**src/rtl/axi4lite_simple_master_if.sv**
```systemverilog
// AXI4-Lite bus bundle between a single master and a single slave.
// WSTRB width follows the data width (one strobe bit per byte).
interface axi4lite_simple_master_if #(
  parameter int C_M_AXI_ADDR_WIDTH = 14,
  parameter int C_M_AXI_DATA_WIDTH = 32
);

  logic [C_M_AXI_ADDR_WIDTH-1:0]   M_AXI_AWADDR;
  logic                            M_AXI_AWVALID;
  logic                            M_AXI_AWREADY;

  logic [C_M_AXI_DATA_WIDTH-1:0]   M_AXI_WDATA;
  logic [C_M_AXI_DATA_WIDTH/8-1:0] M_AXI_WSTRB;
  logic                            M_AXI_WVALID;
  logic                            M_AXI_WREADY;

  logic [1:0]                      M_AXI_BRESP;
  logic                            M_AXI_BVALID;
  logic                            M_AXI_BREADY;

  logic [C_M_AXI_ADDR_WIDTH-1:0]   M_AXI_ARADDR;
  logic                            M_AXI_ARVALID;
  logic                            M_AXI_ARREADY;

  logic [C_M_AXI_DATA_WIDTH-1:0]   M_AXI_RDATA;
  logic [1:0]                      M_AXI_RRESP;
  logic                            M_AXI_RVALID;
  logic                            M_AXI_RREADY;

  modport master (
    output M_AXI_AWADDR, M_AXI_AWVALID,
    input  M_AXI_AWREADY,
    output M_AXI_WDATA, M_AXI_WSTRB, M_AXI_WVALID,
    input  M_AXI_WREADY,
    input  M_AXI_BRESP, M_AXI_BVALID,
    output M_AXI_BREADY,
    output M_AXI_ARADDR, M_AXI_ARVALID,
    input  M_AXI_ARREADY,
    input  M_AXI_RDATA, M_AXI_RRESP, M_AXI_RVALID,
    output M_AXI_RREADY
  );

  modport slave (
    input  M_AXI_AWADDR, M_AXI_AWVALID,
    output M_AXI_AWREADY,
    input  M_AXI_WDATA, M_AXI_WSTRB, M_AXI_WVALID,
    output M_AXI_WREADY,
    output M_AXI_BRESP, M_AXI_BVALID,
    input  M_AXI_BREADY,
    input  M_AXI_ARADDR, M_AXI_ARVALID,
    output M_AXI_ARREADY,
    output M_AXI_RDATA, M_AXI_RRESP, M_AXI_RVALID,
    input  M_AXI_RREADY
  );

endinterface

```
**src/rtl/axi4lite_simple_master.sv**
```systemverilog
// Simple-bus to AXI4-Lite initiator bridge: one outstanding single-beat
// transaction, registered outputs, completion status returned with done.
module axi4lite_simple_master #(
  parameter int C_M_AXI_ADDR_WIDTH = 14,
  parameter int C_M_AXI_DATA_WIDTH = 32
) (
  input  logic                          M_AXI_ACLK,
  input  logic                          M_AXI_ARESETN,
  input  logic                          wr,
  input  logic [C_M_AXI_ADDR_WIDTH-1:0] wrAddr,
  input  logic [C_M_AXI_DATA_WIDTH-1:0] wrData,
  input  logic                          rd,
  input  logic [C_M_AXI_ADDR_WIDTH-1:0] rdAddr,
  output logic                          busy,
  output logic                          done,
  output logic                          err,
  output logic [C_M_AXI_DATA_WIDTH-1:0] rdData,
  axi4lite_simple_master_if.master      m_axi
);

  localparam int AW = C_M_AXI_ADDR_WIDTH;
  localparam int DW = C_M_AXI_DATA_WIDTH;
  localparam int SW = C_M_AXI_DATA_WIDTH / 8;

  typedef enum logic [2:0] {
    IDLE    = 3'd0,
    WR_AW_W = 3'd1,
    WR_B    = 3'd2,
    RD_AR   = 3'd3,
    RD_R    = 3'd4
  } state_t;

  state_t        state, state_nxt;

  logic          awvalid_r, awvalid_nxt;
  logic          wvalid_r,  wvalid_nxt;
  logic          bready_r,  bready_nxt;
  logic          arvalid_r, arvalid_nxt;
  logic          rready_r,  rready_nxt;
  logic          busy_r,    busy_nxt;
  logic          done_r,    done_nxt;
  logic          err_r,     err_nxt;
  logic [AW-1:0] awaddr_r,  awaddr_nxt;
  logic [DW-1:0] wdata_r,   wdata_nxt;
  logic [AW-1:0] araddr_r,  araddr_nxt;
  logic [DW-1:0] rd_data_r, rd_data_nxt;

  // A VALID is still owed to the slave when it was high and no READY came back.
  logic aw_hold, w_hold;
  logic b_fire, r_fire;

  assign aw_hold = awvalid_r & ~m_axi.M_AXI_AWREADY;
  assign w_hold  = wvalid_r  & ~m_axi.M_AXI_WREADY;
  assign b_fire  = (state == WR_B) & m_axi.M_AXI_BVALID;
  assign r_fire  = (state == RD_R) & m_axi.M_AXI_RVALID;

  always_ff @(posedge M_AXI_ACLK or negedge M_AXI_ARESETN) begin
    if (!M_AXI_ARESETN) begin
      state     <= IDLE;
      awvalid_r <= 1'b0;
      wvalid_r  <= 1'b0;
      bready_r  <= 1'b0;
      arvalid_r <= 1'b0;
      rready_r  <= 1'b0;
      busy_r    <= 1'b0;
      done_r    <= 1'b0;
      err_r     <= 1'b0;
      awaddr_r  <= '0;
      wdata_r   <= '0;
      araddr_r  <= '0;
      rd_data_r <= '0;
    end else begin
      state     <= state_nxt;
      awvalid_r <= awvalid_nxt;
      wvalid_r  <= wvalid_nxt;
      bready_r  <= bready_nxt;
      arvalid_r <= arvalid_nxt;
      rready_r  <= rready_nxt;
      busy_r    <= busy_nxt;
      done_r    <= done_nxt;
      err_r     <= err_nxt;
      awaddr_r  <= awaddr_nxt;
      wdata_r   <= wdata_nxt;
      araddr_r  <= araddr_nxt;
      rd_data_r <= rd_data_nxt;
    end
  end

  always_comb begin
    state_nxt = state;
    case (state)
      IDLE: begin
        if (wr)      state_nxt = WR_AW_W;
        else if (rd) state_nxt = RD_AR;
      end
      // AW and W complete independently; leave only when neither is still owed.
      WR_AW_W: if (!aw_hold && !w_hold) state_nxt = WR_B;
      WR_B:    if (m_axi.M_AXI_BVALID)  state_nxt = IDLE;
      RD_AR:   if (m_axi.M_AXI_ARREADY) state_nxt = RD_R;
      RD_R:    if (m_axi.M_AXI_RVALID)  state_nxt = IDLE;
      default: state_nxt = IDLE;
    endcase
  end

  always_comb begin
    awvalid_nxt = aw_hold;
    wvalid_nxt  = w_hold;
    awaddr_nxt  = awaddr_r;
    wdata_nxt   = wdata_r;
    araddr_nxt  = araddr_r;
    rd_data_nxt = rd_data_r;
    err_nxt     = err_r;

    if (state == IDLE) begin
      if (wr) begin
        awvalid_nxt = 1'b1;
        wvalid_nxt  = 1'b1;
        awaddr_nxt  = wrAddr;
        wdata_nxt   = wrData;
      end else if (rd) begin
        araddr_nxt  = rdAddr;
      end
    end

    // The ready/valid levels of the remaining channels follow the state being entered.
    arvalid_nxt = (state_nxt == RD_AR);
    bready_nxt  = (state_nxt == WR_B);
    rready_nxt  = (state_nxt == RD_R);
    busy_nxt    = (state_nxt != IDLE);
    done_nxt    = b_fire | r_fire;

    if (b_fire) begin
      err_nxt = (m_axi.M_AXI_BRESP != 2'b00);
    end
    if (r_fire) begin
      err_nxt     = (m_axi.M_AXI_RRESP != 2'b00);
      rd_data_nxt = m_axi.M_AXI_RDATA;
    end
  end

  assign m_axi.M_AXI_AWADDR  = awaddr_r;
  assign m_axi.M_AXI_AWVALID = awvalid_r;
  assign m_axi.M_AXI_WDATA   = wdata_r;
  assign m_axi.M_AXI_WSTRB   = {SW{1'b1}};
  assign m_axi.M_AXI_WVALID  = wvalid_r;
  assign m_axi.M_AXI_BREADY  = bready_r;
  assign m_axi.M_AXI_ARADDR  = araddr_r;
  assign m_axi.M_AXI_ARVALID = arvalid_r;
  assign m_axi.M_AXI_RREADY  = rready_r;

  assign busy   = busy_r;
  assign done   = done_r;
  assign err    = err_r;
  assign rdData = rd_data_r;

endmodule
```
**src/flat_wrapper.sv**
```systemverilog
// flat-port wrapper written by rule: the top's interface ports become plain ports
module axi4lite_simple_master_flat 
#(
  parameter int C_M_AXI_ADDR_WIDTH = 14,
  parameter int C_M_AXI_DATA_WIDTH = 32
)
  (M_AXI_ACLK, M_AXI_ARESETN, wr, wrAddr, wrData, rd, rdAddr, busy, done, err, rdData, m_axi_M_AXI_AWADDR, m_axi_M_AXI_AWVALID, m_axi_M_AXI_AWREADY, m_axi_M_AXI_WDATA, m_axi_M_AXI_WSTRB, m_axi_M_AXI_WVALID, m_axi_M_AXI_WREADY, m_axi_M_AXI_BRESP, m_axi_M_AXI_BVALID, m_axi_M_AXI_BREADY, m_axi_M_AXI_ARADDR, m_axi_M_AXI_ARVALID, m_axi_M_AXI_ARREADY, m_axi_M_AXI_RDATA, m_axi_M_AXI_RRESP, m_axi_M_AXI_RVALID, m_axi_M_AXI_RREADY);
  axi4lite_simple_master_if #(.C_M_AXI_ADDR_WIDTH(C_M_AXI_ADDR_WIDTH), .C_M_AXI_DATA_WIDTH(C_M_AXI_DATA_WIDTH)) m_axi_i ();
  input  logic M_AXI_ACLK;
  input  logic M_AXI_ARESETN;
  input  logic wr;
  input  logic [C_M_AXI_ADDR_WIDTH-1:0] wrAddr;
  input  logic [C_M_AXI_DATA_WIDTH-1:0] wrData;
  input  logic rd;
  input  logic [C_M_AXI_ADDR_WIDTH-1:0] rdAddr;
  output logic busy;
  output logic done;
  output logic err;
  output logic [C_M_AXI_DATA_WIDTH-1:0] rdData;
  output wire logic [$bits(m_axi_i.M_AXI_AWADDR)-1:0] m_axi_M_AXI_AWADDR;
  output wire logic [$bits(m_axi_i.M_AXI_AWVALID)-1:0] m_axi_M_AXI_AWVALID;
  input wire logic [$bits(m_axi_i.M_AXI_AWREADY)-1:0] m_axi_M_AXI_AWREADY;
  output wire logic [$bits(m_axi_i.M_AXI_WDATA)-1:0] m_axi_M_AXI_WDATA;
  output wire logic [$bits(m_axi_i.M_AXI_WSTRB)-1:0] m_axi_M_AXI_WSTRB;
  output wire logic [$bits(m_axi_i.M_AXI_WVALID)-1:0] m_axi_M_AXI_WVALID;
  input wire logic [$bits(m_axi_i.M_AXI_WREADY)-1:0] m_axi_M_AXI_WREADY;
  input wire logic [$bits(m_axi_i.M_AXI_BRESP)-1:0] m_axi_M_AXI_BRESP;
  input wire logic [$bits(m_axi_i.M_AXI_BVALID)-1:0] m_axi_M_AXI_BVALID;
  output wire logic [$bits(m_axi_i.M_AXI_BREADY)-1:0] m_axi_M_AXI_BREADY;
  output wire logic [$bits(m_axi_i.M_AXI_ARADDR)-1:0] m_axi_M_AXI_ARADDR;
  output wire logic [$bits(m_axi_i.M_AXI_ARVALID)-1:0] m_axi_M_AXI_ARVALID;
  input wire logic [$bits(m_axi_i.M_AXI_ARREADY)-1:0] m_axi_M_AXI_ARREADY;
  input wire logic [$bits(m_axi_i.M_AXI_RDATA)-1:0] m_axi_M_AXI_RDATA;
  input wire logic [$bits(m_axi_i.M_AXI_RRESP)-1:0] m_axi_M_AXI_RRESP;
  input wire logic [$bits(m_axi_i.M_AXI_RVALID)-1:0] m_axi_M_AXI_RVALID;
  output wire logic [$bits(m_axi_i.M_AXI_RREADY)-1:0] m_axi_M_AXI_RREADY;
  assign m_axi_M_AXI_AWADDR = m_axi_i.M_AXI_AWADDR;
  assign m_axi_M_AXI_AWVALID = m_axi_i.M_AXI_AWVALID;
  assign m_axi_i.M_AXI_AWREADY = m_axi_M_AXI_AWREADY;
  assign m_axi_M_AXI_WDATA = m_axi_i.M_AXI_WDATA;
  assign m_axi_M_AXI_WSTRB = m_axi_i.M_AXI_WSTRB;
  assign m_axi_M_AXI_WVALID = m_axi_i.M_AXI_WVALID;
  assign m_axi_i.M_AXI_WREADY = m_axi_M_AXI_WREADY;
  assign m_axi_i.M_AXI_BRESP = m_axi_M_AXI_BRESP;
  assign m_axi_i.M_AXI_BVALID = m_axi_M_AXI_BVALID;
  assign m_axi_M_AXI_BREADY = m_axi_i.M_AXI_BREADY;
  assign m_axi_M_AXI_ARADDR = m_axi_i.M_AXI_ARADDR;
  assign m_axi_M_AXI_ARVALID = m_axi_i.M_AXI_ARVALID;
  assign m_axi_i.M_AXI_ARREADY = m_axi_M_AXI_ARREADY;
  assign m_axi_i.M_AXI_RDATA = m_axi_M_AXI_RDATA;
  assign m_axi_i.M_AXI_RRESP = m_axi_M_AXI_RRESP;
  assign m_axi_i.M_AXI_RVALID = m_axi_M_AXI_RVALID;
  assign m_axi_M_AXI_RREADY = m_axi_i.M_AXI_RREADY;
  axi4lite_simple_master #(.C_M_AXI_ADDR_WIDTH(C_M_AXI_ADDR_WIDTH), .C_M_AXI_DATA_WIDTH(C_M_AXI_DATA_WIDTH)) u_core (.M_AXI_ACLK(M_AXI_ACLK), .M_AXI_ARESETN(M_AXI_ARESETN), .wr(wr), .wrAddr(wrAddr), .wrData(wrData), .rd(rd), .rdAddr(rdAddr), .busy(busy), .done(done), .err(err), .rdData(rdData), .m_axi(m_axi_i));
endmodule
```
**config.mk**
```make
export PLATFORM = sky130hd
export DESIGN_NAME = axi4lite_simple_master_flat
export DESIGN_NICKNAME = d
export VERILOG_FILES = /design/src/rtl/axi4lite_simple_master_if.sv /design/src/rtl/axi4lite_simple_master.sv /design/src/flat_wrapper.sv
export SDC_FILE = /design/constraint.sdc
export NUM_CORES = 1
export LEC_CHECK = 0
export BUFFER_PORTS_ARGS = -buffer_cell sky130_fd_sc_hd__buf_2
export CORE_MARGIN = 2
export CORE_UTILIZATION = 47
export CTS_BUF_LIST = sky130_fd_sc_hd__clkbuf_4
export CTS_CLUSTER_DIAMETER = 30
export DETAILED_ROUTE_END_ITERATION = 16
export GPL_ROUTABILITY_DRIVEN = 0
export PLACE_DENSITY = 0.82
export SLEW_MARGIN = 30
export SYNTH_ARGS = -nofsm -noshare
export SYNTH_HDL_FRONTEND = slang
export SYNTH_SLANG_ARGS = --single-unit
```
**constraint.sdc**
```tcl
create_clock -name M_AXI_ACLK -period 1.85 [get_ports M_AXI_ACLK]
set_input_delay 0.37 -clock M_AXI_ACLK [delete_from_list [all_inputs] [get_ports M_AXI_ACLK]]
set_output_delay 0.37 -clock M_AXI_ACLK [all_outputs]
set_load 0.05 [all_outputs]
```
After elaboration in Yosys (flattened, before gate mapping)
Index checks and enable logic that the tools add are counted.
{"block": "classes", "mux": 13, "reduce_logical": 10, "n_bitwise": 8, "eq_ne": 7}
{"operator": "2-to-1 mux 3 bit", "count": 6}
{"operator": "one-hot mux 3 bit (5 select lines)", "count": 1}
{"operator": "equality test 3 x 2 -> 1 bit (second input constant)", "count": 4}
{"operator": "equality test 3 bit (second input constant)", "count": 2}
{"operator": "2-to-1 mux 1 bit", "count": 6}
{"operator": "nonzero test 2 bit", "count": 3}
{"operator": "AND 1 bit", "count": 4}
{"operator": "equality test 3 x 1 -> 1 bit (second input constant)", "count": 1}
{"operator": "zero test 3 bit", "count": 1}
{"operator": "NOT 1 bit", "count": 3}
{"operator": "AND reduction 3 bit", "count": 1}
{"operator": "nonzero test 3 bit", "count": 1}
{"operator": "zero test 1 bit", "count": 2}
{"operator": "AND reduction 2 bit", "count": 1}
{"operator": "logical AND 1 bit", "count": 1}
{"operator": "OR 1 bit", "count": 1}
{"block": "word_totals", "in_bits": 105, "out_inout_bits": 104, "reg_bits": 103}

Logic depth before layout (Yosys ltp)
{"block": "depth", "ltp_word": 7, "ltp_mapped": 6}

Worst setup path after synthesis
OpenSTA, ideal clock, no wires.
{"block": "synth_path", "kind": "register to register", "from": "reg u_core.state[2]", "to": "reg u_core.awaddr_r[10] (netlist: u_core.m_axi.M_AXI_AWADDR[10])", "arrival_time_ps": 1370, "path_stages_with_launch": 7, "setup_ps": 125, "synth_period_minus_slack_ps": 1495, "required_time_ps": 1725, "n_path_buf": 3, "path_slack_ps": 355, "path_cell_list": "dfrtp_1 -> buf_6 -> nor3_4 -> and2_4 -> buf_8 -> buf_12 -> mux2_4"}
{"block": "synth_via", "elab_chain_len": 2}
{"item": "from (decl)", "line": "axi4lite_simple_master.sv:33", "source": "state_t state, state_nxt;"}
{"item": "from (signal assigned)", "line": "axi4lite_simple_master.sv:73", "source": "state <= state_nxt;"}
{"item": "zero test 3 bit", "line": "axi4lite_simple_master.sv:114", "source": "if (state == IDLE) begin"}
{"item": "AND reduction 2 bit (no source line)"}
{"item": "to (signal assigned)", "line": "axi4lite_simple_master.sv:82", "source": "awaddr_r <= awaddr_nxt;"}
{"item": "to (decl)", "line": "axi4lite_simple_master.sv:43", "source": "logic [AW-1:0] awaddr_r, awaddr_nxt;"}
No other way between the ends.
A chain may end at the register's enable or synchronous reset.

Worst setup path in the final report
{"block": "layout_path", "from": "reg u_core.state[2]", "to": "reg u_core.awaddr_r[0] (netlist: u_core.m_axi.M_AXI_AWADDR[0])"}
Same word-level chain as after synthesis.

==> out/qor.txt <==
==================================================================================
Cell row count ......................................................           34
Start of the worst register-to-register path ........................ u_core.state[2]$_DFF_PN0_
Top library cells by usage in the layout, fill and taps aside ....... 203 x buf_2, 103 x dfrtp_1, 51 x mux2_2
Count of buffers inserted at the top-level ports ....................          204
Endpoint arrival time on the critical path ..........................      1.94 ns
Most common library cell in the layout ignoring fill and taps .......        buf_2
Sum of negative setup slack .........................................         0 ns
Synth cell types ....................................................           31
Post-synth EDFFs ....................................................            0
Type of the setup path with the least slack .........................   reg -> reg
CP max FO ...........................................................           25
Number of buffers added for setup after CTS .........................            0
Aggregate routed wire length ........................................      9330 µm
Overall track demand over capacity in global routing ................        0.192
Total clock buffers created by CTS ..................................            9
Highest achievable clock rate .......................................      621 MHz
Min Tclk post-route .................................................      1.61 ns
Number of DRC violations after detailed-routing iteration 0 .........           64
Final period util ...................................................        0.870
Signed area change from the synthesized netlist to the final layout .        28.5%
Post-Syn Instances ..................................................          248
Result of the run ................................................... finished, final reports clean
Filler cell count in the final layout ...............................          688
Syn Area/Cell .......................................................     17.1 µm²
Most used routing layer .............................................         met2
Share of synthesized area occupied by flip-flops and latches ........        0.608
Area of the placeable core ..........................................  0.00872 mm²
Die outline area ....................................................  0.00980 mm²
Sum of overflow across all layers after global routing ..............            0
Average via count per standard cell .................................         4.90
First-pass DRT Iterations ...........................................            4
Largest net degree at the start of global routing ...................           52
Ordered cell list for the critical path ............................. nor3_4 > and2_4 > buf_12 > mux2_2
Met2 usage in global routing ........................................        0.339
Commonest register cell after synthesis .............................      dfrtp_1
Number of sinks on the clock net ....................................          103
Num ports ...........................................................          209
Placed instance count ...............................................          554
Buffer levels on the longest clock path .............................            2
Met3 GRT Util .......................................................       0.0383
Final hold viol count ...............................................            0
First-pass GRT wire length ..........................................     14900 µm
Share of async-settable or async-resettable flops after synthesis ...         1.00
Root buffer selected by CTS .........................................     clkbuf_4
Fraction of final layout cells sized beyond drive strength 1 ........        0.702
Hold wc startpoint ..................................................   wrAddr[10]
Remaining DRCs ......................................................            0
Initial antenna violation count .....................................            0
Via count of the first global-routing pass ..........................         3006
Number of standard cells in the final layout excluding fillers ......          571
Class of the tightest hold or removal check .........................    in -> reg
Unrepaired setup endpoints after global routing .....................           no
Total number of nets in the final design ............................          563
Flops & latches, synth ..............................................          103
Highest cell delay on the worst timing path .........................      0.53 ns
Req. time, crit path ................................................      2.18 ns
Area of the mapped netlist ..........................................  0.00424 mm²
Routed wire length per instance .....................................      16.3 µm
Worst setup path startpoint ......................................... u_core.state[2]$_DFF_PN0_
Antenna Nets Post-Route .............................................            0
Clock tree from TritonCTS ...........................................         done
Post-Route Utilization ..............................................        0.625
Effective utilization at floorplan ..................................        0.486
Startpoint class of the critical path ...............................    flip-flop
Via count ...........................................................         2797
Delay-heaviest family, CP ...........................................   flip-flops
Met1 Track Usage GR .................................................        0.232
Synthesis Warnings ..................................................            0
H-tree levels .......................................................            3
Number of max-cap violations ........................................            0
Post-DP HPWL ........................................................      7070 µm
Clock transition at path regs .......................................      0.18 ns
Maximum clock skew at final layout ..................................    0.0321 ns
Die H ...............................................................      99.0 µm
Clock insertion delay at the later pin of the skew report ...........      0.45 ns
Number of setup violations in the final report ......................            0
Number of buffers and inverters on the critical path ................            1
Number of max-slew violations in the final report ...................            0
Die X-Extent ........................................................      99.0 µm
Worst Setup End Kind ................................................    flip-flop
Antenna Diode Count .................................................            0
Slowest stage cell, crit path .......................................      dfrtp_1
==================================================================================
-- Yosys cell counts, drive strengths merged (2+ instances only) --
master  count  area (µm²)
a21oi       2        10.0
nor3        2        21.3
nand2b      2        12.5
nor2        2        7.51
buf        17         211
mux2       93        1200
inv         3        11.3
dfrtp     103        2580
o311ai      2        25.0
nand3b      4        33.8
nand2       5        18.8
-- logic make-up after synthesis --
logic type             after synthesis  share of synthesized area
and+or+nand+nor                     22                     0.0360
buffers and inverters               20                     0.0525
DFF                                103                      0.608
AOI/OAI and AO/OA                    8                     0.0159
muxes                               94                      0.287
other                                1                   0.000885
-- layout make-up --
cell class | instances | area (µm²) | area share
clock buffer | 9 | 67.6 | 0.0124
clock inverter | 7 | 61.3 | 0.0113
inverter | 3 | 11.3 | 0.00207
multi-input combinational | 128 | 1450 | 0.266
sequential | 103 | 2580 | 0.473
tap | 108 | 135 | 0.0248
timing repair buffer | 213 | 1140 | 0.210
-- final timing paths --
path	slack, ns	cells past startpoint	end
worst min-delay path	0.13	2	u_core.m_axi.M_AXI_AWADDR[10]$_DFFE_PN0P_
worst min register to register	0.52	1	u_core.rdData[21]$_DFFE_PN0P_
worst max register to register	0.24	4	u_core.m_axi.M_AXI_AWADDR[0]$_DFFE_PN0P_
min in group asynchronous	0.34	2	u_core.rdData[11]$_DFFE_PN0P_
worst max-delay path	0.24	4	u_core.m_axi.M_AXI_AWADDR[0]$_DFFE_PN0P_
max in group asynchronous	0.87	3	u_core.m_axi.M_AXI_ARADDR[9]$_DFFE_PN0P_
-- layer usage --
metal | wire length, µm | share of wire | up-vias
met3 | 523 | 0.056 | 15
met1 | 3710 | 0.40 | 1388
met5 | 0 | 0 | -
met4 | 176 | 0.019 | 0
li1 | - | - | 1289
met2 | 4920 | 0.53 | 105
-- registers in the layout (all words and copies together), names as in the netlist --
name	cells
u_core.m_axi.M_AXI_AWVALID	1
u_core.m_axi.M_AXI_ARADDR	14
u_core.m_axi.M_AXI_WVALID	1
u_core.m_axi.M_AXI_AWADDR	14
u_core.done	1
u_core.m_axi.M_AXI_BREADY	1
u_core.state	3
u_core.err	1
u_core.rdData	32
u_core.m_axi.M_AXI_RREADY	1
u_core.m_axi.M_AXI_WDATA	32
u_core.m_axi.M_AXI_ARVALID	1
u_core.busy	1
-- per-stage QoR --
stage | setup slack [ns] | area [µm²] | hold WS (ns)
finish | 0.240 | 5450 | 0.131
global route | 0.158 | 5450 | 0.0922
CTS | 0.230 | 5450 | 0.0984
detailed placement | 0.245 | 5310 | 0.305
global placement | 0.296 | 5310 | 0.303
floorplan | 0.355 | 4250 | 0.0744
-- worst reg2reg max path, stage by stage (launching register included) --
cell     delay [ns]
dfrtp_1        0.53
nor3_4         0.21
and2_4         0.21
buf_12         0.21
mux2_2         0.37
-- repair_timing --
| action | in CTS | in global routing |
|---|---|---|
| hold buffers | 1 | 0 |
| gates resized for setup | 0 | 0 |
| hold endpoints to repair | 25 | 0 |
Power is not shown: default switching activity piles up to over one toggle a cycle in this logic, so the estimate is an artifact.
